<file path="config.mk">
export PLATFORM = sky130hd
export DESIGN_NAME = mc_ctrl
export DESIGN_NICKNAME = d
export VERILOG_FILES = /design/src/rtl/mc_ctrl_pkg.sv /design/src/rtl/mc_decode.sv /design/src/rtl/mc_ctrl.sv
export SDC_FILE = /design/constraint.sdc
export NUM_CORES = 1
export LEC_CHECK = 0
export ABC_AREA = 1
export CORE_MARGIN = 3
export CORE_UTILIZATION = 35
export CTS_BUF_LIST = sky130_fd_sc_hd__clkbuf_2
export DETAILED_ROUTE_END_ITERATION = 6
export PLACE_DENSITY = 0.66
export SLEW_MARGIN = 15
export SYNTH_ARGS = -nofsm -noshare
export SYNTH_HDL_FRONTEND = slang
export SYNTH_HIERARCHICAL = 1
export SYNTH_SLANG_ARGS = --single-unit
export TNS_END_PERCENT = 5
</file>
<file path="constraint.sdc">
create_clock -name clk -period 3.9 [get_ports clk]
set_input_delay 0.78 -clock clk [delete_from_list [all_inputs] [get_ports clk]]
set_output_delay 0.78 -clock clk [all_outputs]
set_load 0.05 [all_outputs]
</file>
<file path="src/rtl/mc_ctrl_pkg.sv">
`default_nettype none
// ============================================================================
//  Module   : mc_ctrl_pkg
//  Purpose  : Shared encodings for the multi-cycle MIPS-subset control unit:
//             FSM states, opcode/funct values, ALU/NPC/GPR/WD select codes
//             and the instruction classes produced by the decoder.
//  Revision : 1.0  initial release
// ============================================================================
package mc_ctrl_pkg;

  // FSM state encodings (visible on the debug state port)
  typedef enum logic [2:0] {
    ST_FETCH  = 3'd0,
    ST_DECODE = 3'd1,
    ST_EXEC   = 3'd2,
    ST_MEM    = 3'd3,
    ST_WB     = 3'd4,
    ST_HALT   = 3'd7
  } state_e;

  // Opcodes, instr[31:26]
  localparam logic [5:0] OP_RTYPE = 6'h00;
  localparam logic [5:0] OP_J     = 6'h02;
  localparam logic [5:0] OP_JAL   = 6'h03;
  localparam logic [5:0] OP_BEQ   = 6'h04;
  localparam logic [5:0] OP_ADDI  = 6'h08;
  localparam logic [5:0] OP_ORI   = 6'h0D;
  localparam logic [5:0] OP_LUI   = 6'h0F;
  localparam logic [5:0] OP_LW    = 6'h23;
  localparam logic [5:0] OP_SW    = 6'h2B;

  // R-type functs, instr[5:0]
  localparam logic [5:0] FN_SLL  = 6'h00;
  localparam logic [5:0] FN_SRL  = 6'h02;
  localparam logic [5:0] FN_JR   = 6'h08;
  localparam logic [5:0] FN_ADDU = 6'h21;
  localparam logic [5:0] FN_SUBU = 6'h23;
  localparam logic [5:0] FN_AND  = 6'h24;
  localparam logic [5:0] FN_OR   = 6'h25;
  localparam logic [5:0] FN_SLT  = 6'h2A;

  // ALU operation codes
  localparam logic [3:0] ALU_NOP = 4'd0;
  localparam logic [3:0] ALU_ADD = 4'd1;
  localparam logic [3:0] ALU_SUB = 4'd2;
  localparam logic [3:0] ALU_AND = 4'd3;
  localparam logic [3:0] ALU_OR  = 4'd4;
  localparam logic [3:0] ALU_SLT = 4'd5;
  localparam logic [3:0] ALU_SLL = 4'd6;
  localparam logic [3:0] ALU_SRL = 4'd7;
  localparam logic [3:0] ALU_LUI = 4'd8;

  // Next-PC select
  localparam logic [1:0] NPC_PC4    = 2'd0;
  localparam logic [1:0] NPC_BRANCH = 2'd1;
  localparam logic [1:0] NPC_JUMP   = 2'd2;
  localparam logic [1:0] NPC_JR     = 2'd3;

  // Register-file write address select
  localparam logic [1:0] GPR_RD  = 2'd0;
  localparam logic [1:0] GPR_RT  = 2'd1;
  localparam logic [1:0] GPR_R31 = 2'd2;

  // Register-file write data select
  localparam logic [1:0] WD_ALU = 2'd0;
  localparam logic [1:0] WD_MEM = 2'd1;
  localparam logic [1:0] WD_PC  = 2'd2;

  // Instruction classes; each class follows one path through the FSM
  typedef enum logic [3:0] {
    CL_RALU = 4'd0,   // R-type ALU incl. shifts -> EXEC, WB
    CL_JR   = 4'd1,   // jr  -> EXEC
    CL_IALU = 4'd2,   // addi/ori/lui -> EXEC, WB
    CL_LW   = 4'd3,   // lw  -> EXEC, MEM, WB
    CL_SW   = 4'd4,   // sw  -> EXEC, MEM
    CL_BEQ  = 4'd5,   // beq -> EXEC
    CL_J    = 4'd6,   // j   -> done in DECODE
    CL_JAL  = 4'd7,   // jal -> done in DECODE
    CL_ILL  = 4'd15   // anything undecodable
  } iclass_e;

endpackage : mc_ctrl_pkg
`default_nettype wire

</file>
<file path="src/rtl/mc_decode.sv">
`default_nettype none
// ============================================================================
//  Module   : mc_decode
//  Purpose  : Combinational instruction decoder. Maps Op/Funct to an
//             instruction class plus the ALU settings used in EXEC and WB.
//  Revision : 1.0  initial release
// ============================================================================
module mc_decode
  import mc_ctrl_pkg::*;
(
  input  logic [5:0] op_i,
  input  logic [5:0] funct_i,
  output iclass_e    cls_o,
  output logic [3:0] alu_op_o,
  output logic       alu_src_o,
  output logic       aa_sel_o,
  output logic       ext_op_o,
  output logic       legal_o
);

  // Class and ALU-control lookup; funct only matters for R-type
  always_comb begin
    cls_o     = CL_ILL;
    alu_op_o  = ALU_NOP;
    alu_src_o = 1'b0;
    aa_sel_o  = 1'b0;
    ext_op_o  = 1'b0;
    case (op_i)
      OP_RTYPE: begin
        case (funct_i)
          FN_ADDU: begin cls_o = CL_RALU; alu_op_o = ALU_ADD; end
          FN_SUBU: begin cls_o = CL_RALU; alu_op_o = ALU_SUB; end
          FN_AND:  begin cls_o = CL_RALU; alu_op_o = ALU_AND; end
          FN_OR:   begin cls_o = CL_RALU; alu_op_o = ALU_OR;  end
          FN_SLT:  begin cls_o = CL_RALU; alu_op_o = ALU_SLT; end
          FN_SLL:  begin cls_o = CL_RALU; alu_op_o = ALU_SLL; aa_sel_o = 1'b1; end
          FN_SRL:  begin cls_o = CL_RALU; alu_op_o = ALU_SRL; aa_sel_o = 1'b1; end
          FN_JR:   begin cls_o = CL_JR; end
          default: begin cls_o = CL_ILL; end
        endcase
      end
      OP_ADDI: begin cls_o = CL_IALU; alu_op_o = ALU_ADD; alu_src_o = 1'b1; ext_op_o = 1'b1; end
      OP_ORI:  begin cls_o = CL_IALU; alu_op_o = ALU_OR;  alu_src_o = 1'b1; end
      OP_LUI:  begin cls_o = CL_IALU; alu_op_o = ALU_LUI; alu_src_o = 1'b1; end
      OP_LW:   begin cls_o = CL_LW;   alu_op_o = ALU_ADD; alu_src_o = 1'b1; ext_op_o = 1'b1; end
      OP_SW:   begin cls_o = CL_SW;   alu_op_o = ALU_ADD; alu_src_o = 1'b1; ext_op_o = 1'b1; end
      OP_BEQ:  begin cls_o = CL_BEQ;  alu_op_o = ALU_SUB; end
      OP_J:    begin cls_o = CL_J;   end
      OP_JAL:  begin cls_o = CL_JAL; end
      default: begin cls_o = CL_ILL; end
    endcase
  end

  assign legal_o = (cls_o != CL_ILL);

endmodule : mc_decode
`default_nettype wire

</file>
<file path="src/rtl/mc_ctrl.sv">
`default_nettype none
// ============================================================================
//  Module   : mc_ctrl
//  Purpose  : Multi-cycle control FSM for the shared-memory MIPS-subset
//             datapath: FETCH/DECODE/EXEC/MEM/WB with a memory-ready
//             handshake on every memory access.
//  Revision : 1.0  initial release
// ============================================================================
module mc_ctrl
  import mc_ctrl_pkg::*;
#(
  parameter bit ILLEGAL_TRAP = 1'b0
)(
  input  logic       clk,
  input  logic       rst,
  input  logic [5:0] Op,
  input  logic [5:0] Funct,
  input  logic       Zero,
  input  logic       mem_ready,
  output logic       PCWrite,
  output logic       IRWrite,
  output logic       IorD,
  output logic       MemRead,
  output logic       MemWrite,
  output logic       RegWrite,
  output logic       EXTOp,
  output logic [3:0] ALUOp,
  output logic [1:0] NPCOp,
  output logic       ALUSrc,
  output logic       AASel,
  output logic [1:0] GPRSel,
  output logic [1:0] WDSel,
  output logic       instr_done,
  output logic       illegal,
  output logic [2:0] state
);

  state_e     state_q, state_d;
  iclass_e    dec_cls;
  logic [3:0] dec_alu_op;
  logic       dec_alu_src, dec_aa_sel, dec_ext_op, dec_legal;

  mc_decode u_decode (
    .op_i      (Op),
    .funct_i   (Funct),
    .cls_o     (dec_cls),
    .alu_op_o  (dec_alu_op),
    .alu_src_o (dec_alu_src),
    .aa_sel_o  (dec_aa_sel),
    .ext_op_o  (dec_ext_op),
    .legal_o   (dec_legal)
  );

  // State register; reset always lands in FETCH
  always_ff @(posedge clk) begin
    if (rst) state_q <= ST_FETCH;
    else     state_q <= state_d;
  end

  // Next-state and control outputs; reset forces every output low
  always_comb begin
    state_d    = state_q;
    PCWrite    = 1'b0;
    IRWrite    = 1'b0;
    IorD       = 1'b0;
    MemRead    = 1'b0;
    MemWrite   = 1'b0;
    RegWrite   = 1'b0;
    EXTOp      = 1'b0;
    ALUOp      = ALU_NOP;
    NPCOp      = NPC_PC4;
    ALUSrc     = 1'b0;
    AASel      = 1'b0;
    GPRSel     = GPR_RD;
    WDSel      = WD_ALU;
    instr_done = 1'b0;
    illegal    = 1'b0;

    case (state_q)
      ST_FETCH: begin
        MemRead = 1'b1;
        if (mem_ready) begin
          IRWrite = 1'b1;
          PCWrite = 1'b1;
          state_d = ST_DECODE;
        end
      end

      ST_DECODE: begin
        if (!dec_legal) begin
          illegal = 1'b1;
          state_d = ILLEGAL_TRAP ? ST_HALT : ST_FETCH;
        end else if (dec_cls == CL_J || dec_cls == CL_JAL) begin
          PCWrite    = 1'b1;
          NPCOp      = NPC_JUMP;
          instr_done = 1'b1;
          state_d    = ST_FETCH;
          if (dec_cls == CL_JAL) begin
            // PC already holds old PC+4 here; it is the link value
            RegWrite = 1'b1;
            GPRSel   = GPR_R31;
            WDSel    = WD_PC;
          end
        end else begin
          state_d = ST_EXEC;
        end
      end

      ST_EXEC: begin
        ALUOp  = dec_alu_op;
        ALUSrc = dec_alu_src;
        AASel  = dec_aa_sel;
        EXTOp  = dec_ext_op;
        case (dec_cls)
          CL_BEQ: begin
            PCWrite    = Zero;
            NPCOp      = NPC_BRANCH;
            instr_done = 1'b1;
            state_d    = ST_FETCH;
          end
          CL_JR: begin
            PCWrite    = 1'b1;
            NPCOp      = NPC_JR;
            instr_done = 1'b1;
            state_d    = ST_FETCH;
          end
          CL_LW, CL_SW:     state_d = ST_MEM;
          CL_RALU, CL_IALU: state_d = ST_WB;
          default:          state_d = ST_FETCH;
        endcase
      end

      ST_MEM: begin
        // Address comes from the aluout register; request held until ready
        IorD = 1'b1;
        if (dec_cls == CL_SW) begin
          MemWrite = 1'b1;
          if (mem_ready) begin
            instr_done = 1'b1;
            state_d    = ST_FETCH;
          end
        end else if (dec_cls == CL_LW) begin
          MemRead = 1'b1;
          if (mem_ready) state_d = ST_WB;
        end else begin
          state_d = ST_FETCH;
        end
      end

      ST_WB: begin
        RegWrite   = 1'b1;
        instr_done = 1'b1;
        state_d    = ST_FETCH;
        ALUOp      = dec_alu_op;
        ALUSrc     = dec_alu_src;
        AASel      = dec_aa_sel;
        EXTOp      = dec_ext_op;
        if (dec_cls == CL_LW) begin
          GPRSel = GPR_RT;
          WDSel  = WD_MEM;
        end else if (dec_cls == CL_IALU) begin
          GPRSel = GPR_RT;
        end
      end

      ST_HALT: state_d = ST_HALT;

      default: state_d = ST_FETCH;
    endcase

    if (rst) begin
      state_d    = ST_FETCH;
      PCWrite    = 1'b0;
      IRWrite    = 1'b0;
      IorD       = 1'b0;
      MemRead    = 1'b0;
      MemWrite   = 1'b0;
      RegWrite   = 1'b0;
      EXTOp      = 1'b0;
      ALUOp      = ALU_NOP;
      NPCOp      = NPC_PC4;
      ALUSrc     = 1'b0;
      AASel      = 1'b0;
      GPRSel     = GPR_RD;
      WDSel      = WD_ALU;
      instr_done = 1'b0;
      illegal    = 1'b0;
    end
  end

  assign state = state_q;

endmodule : mc_ctrl
`default_nettype wire

</file>
[Word level (Yosys, flattened, before mapping)]
Index checks and enable logic that the tools add are counted.
Storage, ports and cells
  input bits: 16
  output and inout bits: 24
  register bits: 3
  word-level logic and storage cells: 116
Cells by class
  reductions and logical operators: 15
  muxes and demuxes: 69
  eq/ne operators: 31
Operators with widths (number)
  6-bit == test (second input constant): 7
  1-bit two-way mux: 37
  4-bit case mux with 7 select lines: 1
  6-bit by 4-bit == test with 1-bit output (second input constant): 4
  3-bit case mux with 7 select lines: 1
  2-bit two-way mux: 10
  4-bit case mux with 5 select lines: 1
  6-bit by 2-bit == test with 1-bit output (second input constant): 3
  4-bit by 3-bit == test with 1-bit output (second input constant): 4
  2-bit case mux with 2 select lines: 4
  3-bit two-way mux: 5
  3-bit case mux with 5 select lines: 1
  6-bit logical NOT: 2
  2-bit OR reduction: 5
  4-bit by 2-bit == test with 1-bit output (second input constant): 2
  4-bit two-way mux: 2
  4-bit case mux with 2 select lines: 1
  7-bit OR reduction: 1
  3-bit by 2-bit == test with 1-bit output (second input constant): 2
  3-bit == test (second input constant): 2
  6-bit by 3-bit == test with 1-bit output (second input constant): 1
  3-bit inequality test (second input constant): 2
  1-bit case mux with 2 select lines: 3
  3-bit case mux with 2 select lines: 1
  12 further kinds: 13

[Logic depth before layout (Yosys ltp)]
  word-level depth: 10
  depth in mapped cells: 15
  depth with buffers taken out: 15

[Cells and area by module]
Netlist, hierarchy kept.
Modules (own cells, without submodules)
  mc_ctrl: cells each 96, instances 1, area an instance 466.7 um^2, sequential area each 60.1 um^2
  mc_decode: cells each 81, instances 1, area an instance 404.1 um^2, sequential area each 0.0 um^2

[Worst setup path before layout]
No wires, ideal clock.
  path kind: input-to-output
  from: input port Op[0]
  to: output port WDSel[1]
  stages: 11
  arrival: 3.235 ns
  path buffers: 1
  required time: 3.120 ns
  slack: -0.115 ns
  path through: nor2_2 -> nand3_2 -> clkinv_2 -> and2_4 -> nand3_4 -> nand3_1 -> nand2_1 -> nor2_1 -> nand2_2 -> nor3_1 -> buf_4
On the way
  cells in the longest elaborated chain, start to end: 9
  elaborated cells on any way between the ends: 20
  classes of those cells: 11 x eq/ne; 6 x mux; 3 x reduce/logical
Ends and longest elaborated chain
  from (decl): RTL line mc_ctrl.sv:16  | input logic [5:0] Op,
  6-bit by 4-bit == test with 1-bit output: RTL line mc_decode.sv:28  | case (op_i)
  3-bit OR reduction (no line)
  4-bit case mux with 7 select lines (*): RTL line mc_decode.sv:28
  via dec_cls[2]: RTL line mc_ctrl.sv:39  | iclass_e dec_cls;
  4-bit by 3-bit == test with 1-bit output (on tied branches): RTL line mc_ctrl.sv:93, mc_ctrl.sv:98
  2-bit two-way mux / 1-bit logical OR (equally long branches): RTL line mc_ctrl.sv:98, mc_ctrl.sv:93
  2-bit two-way mux: RTL line mc_ctrl.sv:93  | end else if (dec_cls == CL_J || dec_cls == CL_JAL) begin
  2-bit two-way mux (*): RTL line mc_ctrl.sv:90  | if (!dec_legal) begin
  2-bit case mux with 2 select lines (*): RTL line mc_ctrl.sv:79  | case (state_q)
  2-bit two-way mux (*): RTL line mc_ctrl.sv:171  | if (rst) begin
  to (decl): RTL line mc_ctrl.sv:32  | output logic [1:0] WDSel,
Mark *: on every way through the listed nets, which the timed path passes. The rest lies on a longest branch.

[Worst setup path in the final report]
  from: input port Op[3]
  to: output port RegWrite
On the way
  cells in the longest elaborated chain, start to end: 9
  elaborated cells on any way between the ends: 20
  classes of those cells: 11 x eq/ne; 6 x mux; 3 x reduce/logical
Ends and longest elaborated chain
  6-bit by 4-bit == test with 1-bit output: RTL line mc_decode.sv:28
  3-bit OR reduction (no line)
  4-bit case mux with 7 select lines (*): RTL line mc_decode.sv:28
  via dec_cls[2]: RTL line mc_ctrl.sv:39
  4-bit by 3-bit == test with 1-bit output (on tied branches): RTL line mc_ctrl.sv:93, mc_ctrl.sv:98
  1-bit two-way mux / 1-bit logical OR (equally long branches): RTL line mc_ctrl.sv:98, mc_ctrl.sv:93
  1-bit two-way mux: RTL line mc_ctrl.sv:93
  1-bit two-way mux (*): RTL line mc_ctrl.sv:90
  1-bit case mux with 2 select lines (*): RTL line mc_ctrl.sv:79
  1-bit two-way mux (*): RTL line mc_ctrl.sv:171
  to (decl): RTL line mc_ctrl.sv:25  | output logic RegWrite,
Marked as above.

==> flow_metrics.env <==
export IMPL_dp_hpwl_mm=2.14
export IMPL_synth_warnings=6
export IMPL_stdcell_count=249
export IMPL_drv_cap=0
export IMPL_routed_via_density=4.78
export IMPL_fin_skew_ps=10.0
export IMPL_hold_end="state[0]"
export IMPL_place_gp_congestion=0.906
export IMPL_root_buffer="clkbuf_2"
export IMPL_fin_crit_ps=3740
export IMPL_hold_class="flip-flop to flip-flop"
export IMPL_clk_pin_slew_ps=40
export IMPL_ios=40
export IMPL_totalWireLength_mm=2.47
export IMPL_dieArea_um2=3120
export IMPL_clockBufferDepth=2
export IMPL_syn_inst=177
export IMPL_tritoncts="built"
export IMPL_leakage_nw=0.736
export IMPL_drt_iter0_drc=25
export IMPL_area_growth_syn_to_layout_pct=66.7
export IMPL_grt_pass1_vias=1088
export IMPL_num_rows=17
export IMPL_diodes=0
export IMPL_cts_hold_buffers=0
export IMPL_gr_total_overflow=0
export IMPL_clkSinkCount=3
export IMPL_largest_reg_flops=3
export IMPL_htree_levels=1
export IMPL_final_hold_viol_count=0
export IMPL_vias=1191
export IMPL_path_max_fanout=5
export IMPL_period_share_pct=95.9
export IMPL_drt_pass1_iterations=4
export IMPL_die_height_um=55.9
export IMPL_initial_utilization_pct=38.3
export IMPL_startpoint_type="input pin"
export IMPL_syn_area_um2=871
export IMPL_insertion_delay_ps=210
export IMPL_die_w_um=55.9
export IMPL_cp_data_arrival_time_ps=2960
export IMPL_drtAntennaViolNets=0
export IMPL_power_density_nw_per_um2=124
export IMPL_fin_nets=238
export IMPL_syn_avg_cell_area_um2=4.92
export IMPL_core_area_um2=2280
export IMPL_hold_worst_slack_ps=584
export IMPL_ys_seq_elements=3
export IMPL_setup_viol=0
export IMPL_fmax_ghz=0.267
export IMPL_cts_made_buffers=3
export IMPL_ir_drop_mv=0.147
export IMPL_cp_end_kind="primary output"
export IMPL_required_ps=3120
export IMPL_synth_largest_area_cell="nand2_1"
export IMPL_drc=0
export IMPL_r2r_slack_ps=2670
export IMPL_final_cell_mix="35 x nand2_1, 34 x inv_1, 32 x nor2_1, 25 x nand3_1, 20 x clkdlybuf4s50_1"
export IMPL_reg2regPathDepth=5
export IMPL_r2r_start="state[2]"
export IMPL_grt_max_degree=11
export IMPL_final_common_cell="nand2_1"
export IMPL_cts_resized=0
export IMPL_worst_slew_pin_slew_ps=496
export IMPL_yosysTopAreaCellShare_pct=15.1
export IMPL_synth_nets=193
export IMPL_grt_pass1_wl_mm=4.30
export IMPL_place_inst=245
export IMPL_port_buffers=39
export IMPL_nFillCells=221
export IMPL_rsz0062_at_grt="true"
export IMPL_min_from="state[1]"
export IMPL_finalMaxSlewViolations=0
export IMPL_routedWlPerCell_um=9.93
export IMPL_grt_usage_pct=16.0
export IMPL_drive_gt1_share_pct=24.9
export IMPL_status="finished, final reports clean"
export IMPL_ys_top_cells_by_area="nand2_1 15%, inv_1 15%, nor2_1 15%"
export IMPL_timing_rr_end="state[1]"
export IMPL_synth_distinct_cells=24
export IMPL_synth_seq_area_share_pct=6.90
export IMPL_relSlewSlack_pct=66.8
export IMPL_whs_path_depth=2
export IMPL_path_class="input pin to primary output"
export IMPL_antenna_found_initial=0
export IMPL_post_cts_buffers=0
[routing by layer]
metal  wire length, µm  share of wire [%]  GRT usage [%]
met1              1160                 47           21.1
met2              1140                 46           27.0
met3               175                7.1           3.94
met4                 0                  0           2.03
met5                 0                  0              0
[cell usage after synthesis (all sizes together)]
library cell	number
nand4	2
o21a	1
and2	1
o21ai	1
a21oi	6
o31ai	2
inv	37
dfxtp	3
nor2	45
clkbuf	2
o22ai	1
nor4	1
nand3	28
clkinv	1
nand2	39
buf	1
nor3	6
[per-stage QoR]
step	util, %	power, W	worst slack, ps	TNS [ps]	area [µm²]
floorplan	-	0.0000922	23.7	0	876
global placement	62.3	0.000134	146	0	1420
detailed placement	62.3	0.000135	127	0	1420
CTS	63.2	0.000181	116	0	1440
global route	63.8	0.000196	-34.5	-46.5	1450
finish	63.8	0.000180	159	0	1450
[critical path, stage by stage]
cell             delay, ps
clkdlybuf4s50_1        490
nor2_2                 200
nand3_2                130
clkinv_2                80
and2_4                 140
nand3_4                 90
nand3_1                170
nand2_1                 70
nor2_1                 150
nand2_2                110
o31ai_1                350
buf_12                 190
[where the power goes]
group          leakage [nW]  internal [W]  switching [W]
logic                 0.695     0.0000422      0.0000604
registers            0.0244     0.0000321     0.00000166
clock network        0.0166     0.0000270      0.0000170
total                 0.736      0.000101      0.0000790
[logic make-up after synthesis]
logic type,count (synthesis),share of synthesized area (%)
AND/OR/NAND/NOR,122,67.5
flip-flops,3,6.90
AO/OA/AOI/OAI,11,7.33
buffers and inverters,41,18.2
[worst max-delay path by stage]
stage | from | end | slack (ps) | cells past startpoint
5_1_grt | Op[3] | PCWrite | -30 | 14
2_1_floorplan | Op[4] | WDSel[0] | 20 | 9
6_report | Op[3] | RegWrite | 160 | 12
4_1_cts | Op[3] | PCWrite | 120 | 14
3_5_place_dp | Op[3] | PCWrite | 130 | 14
3_3_place_gp | Op[3] | PCWrite | 150 | 14
[cell type report]
type	instances	area, µm²	area share [%]
clock buffer	4	20.0	1.38
inverter	38	144	9.91
multi-input combinational	133	669	46.1
sequential	3	60.1	4.14
tap	28	35.0	2.41
timing repair buffer	43	523	36.0
No activity file was read; power rests on OpenSTA's default activity.
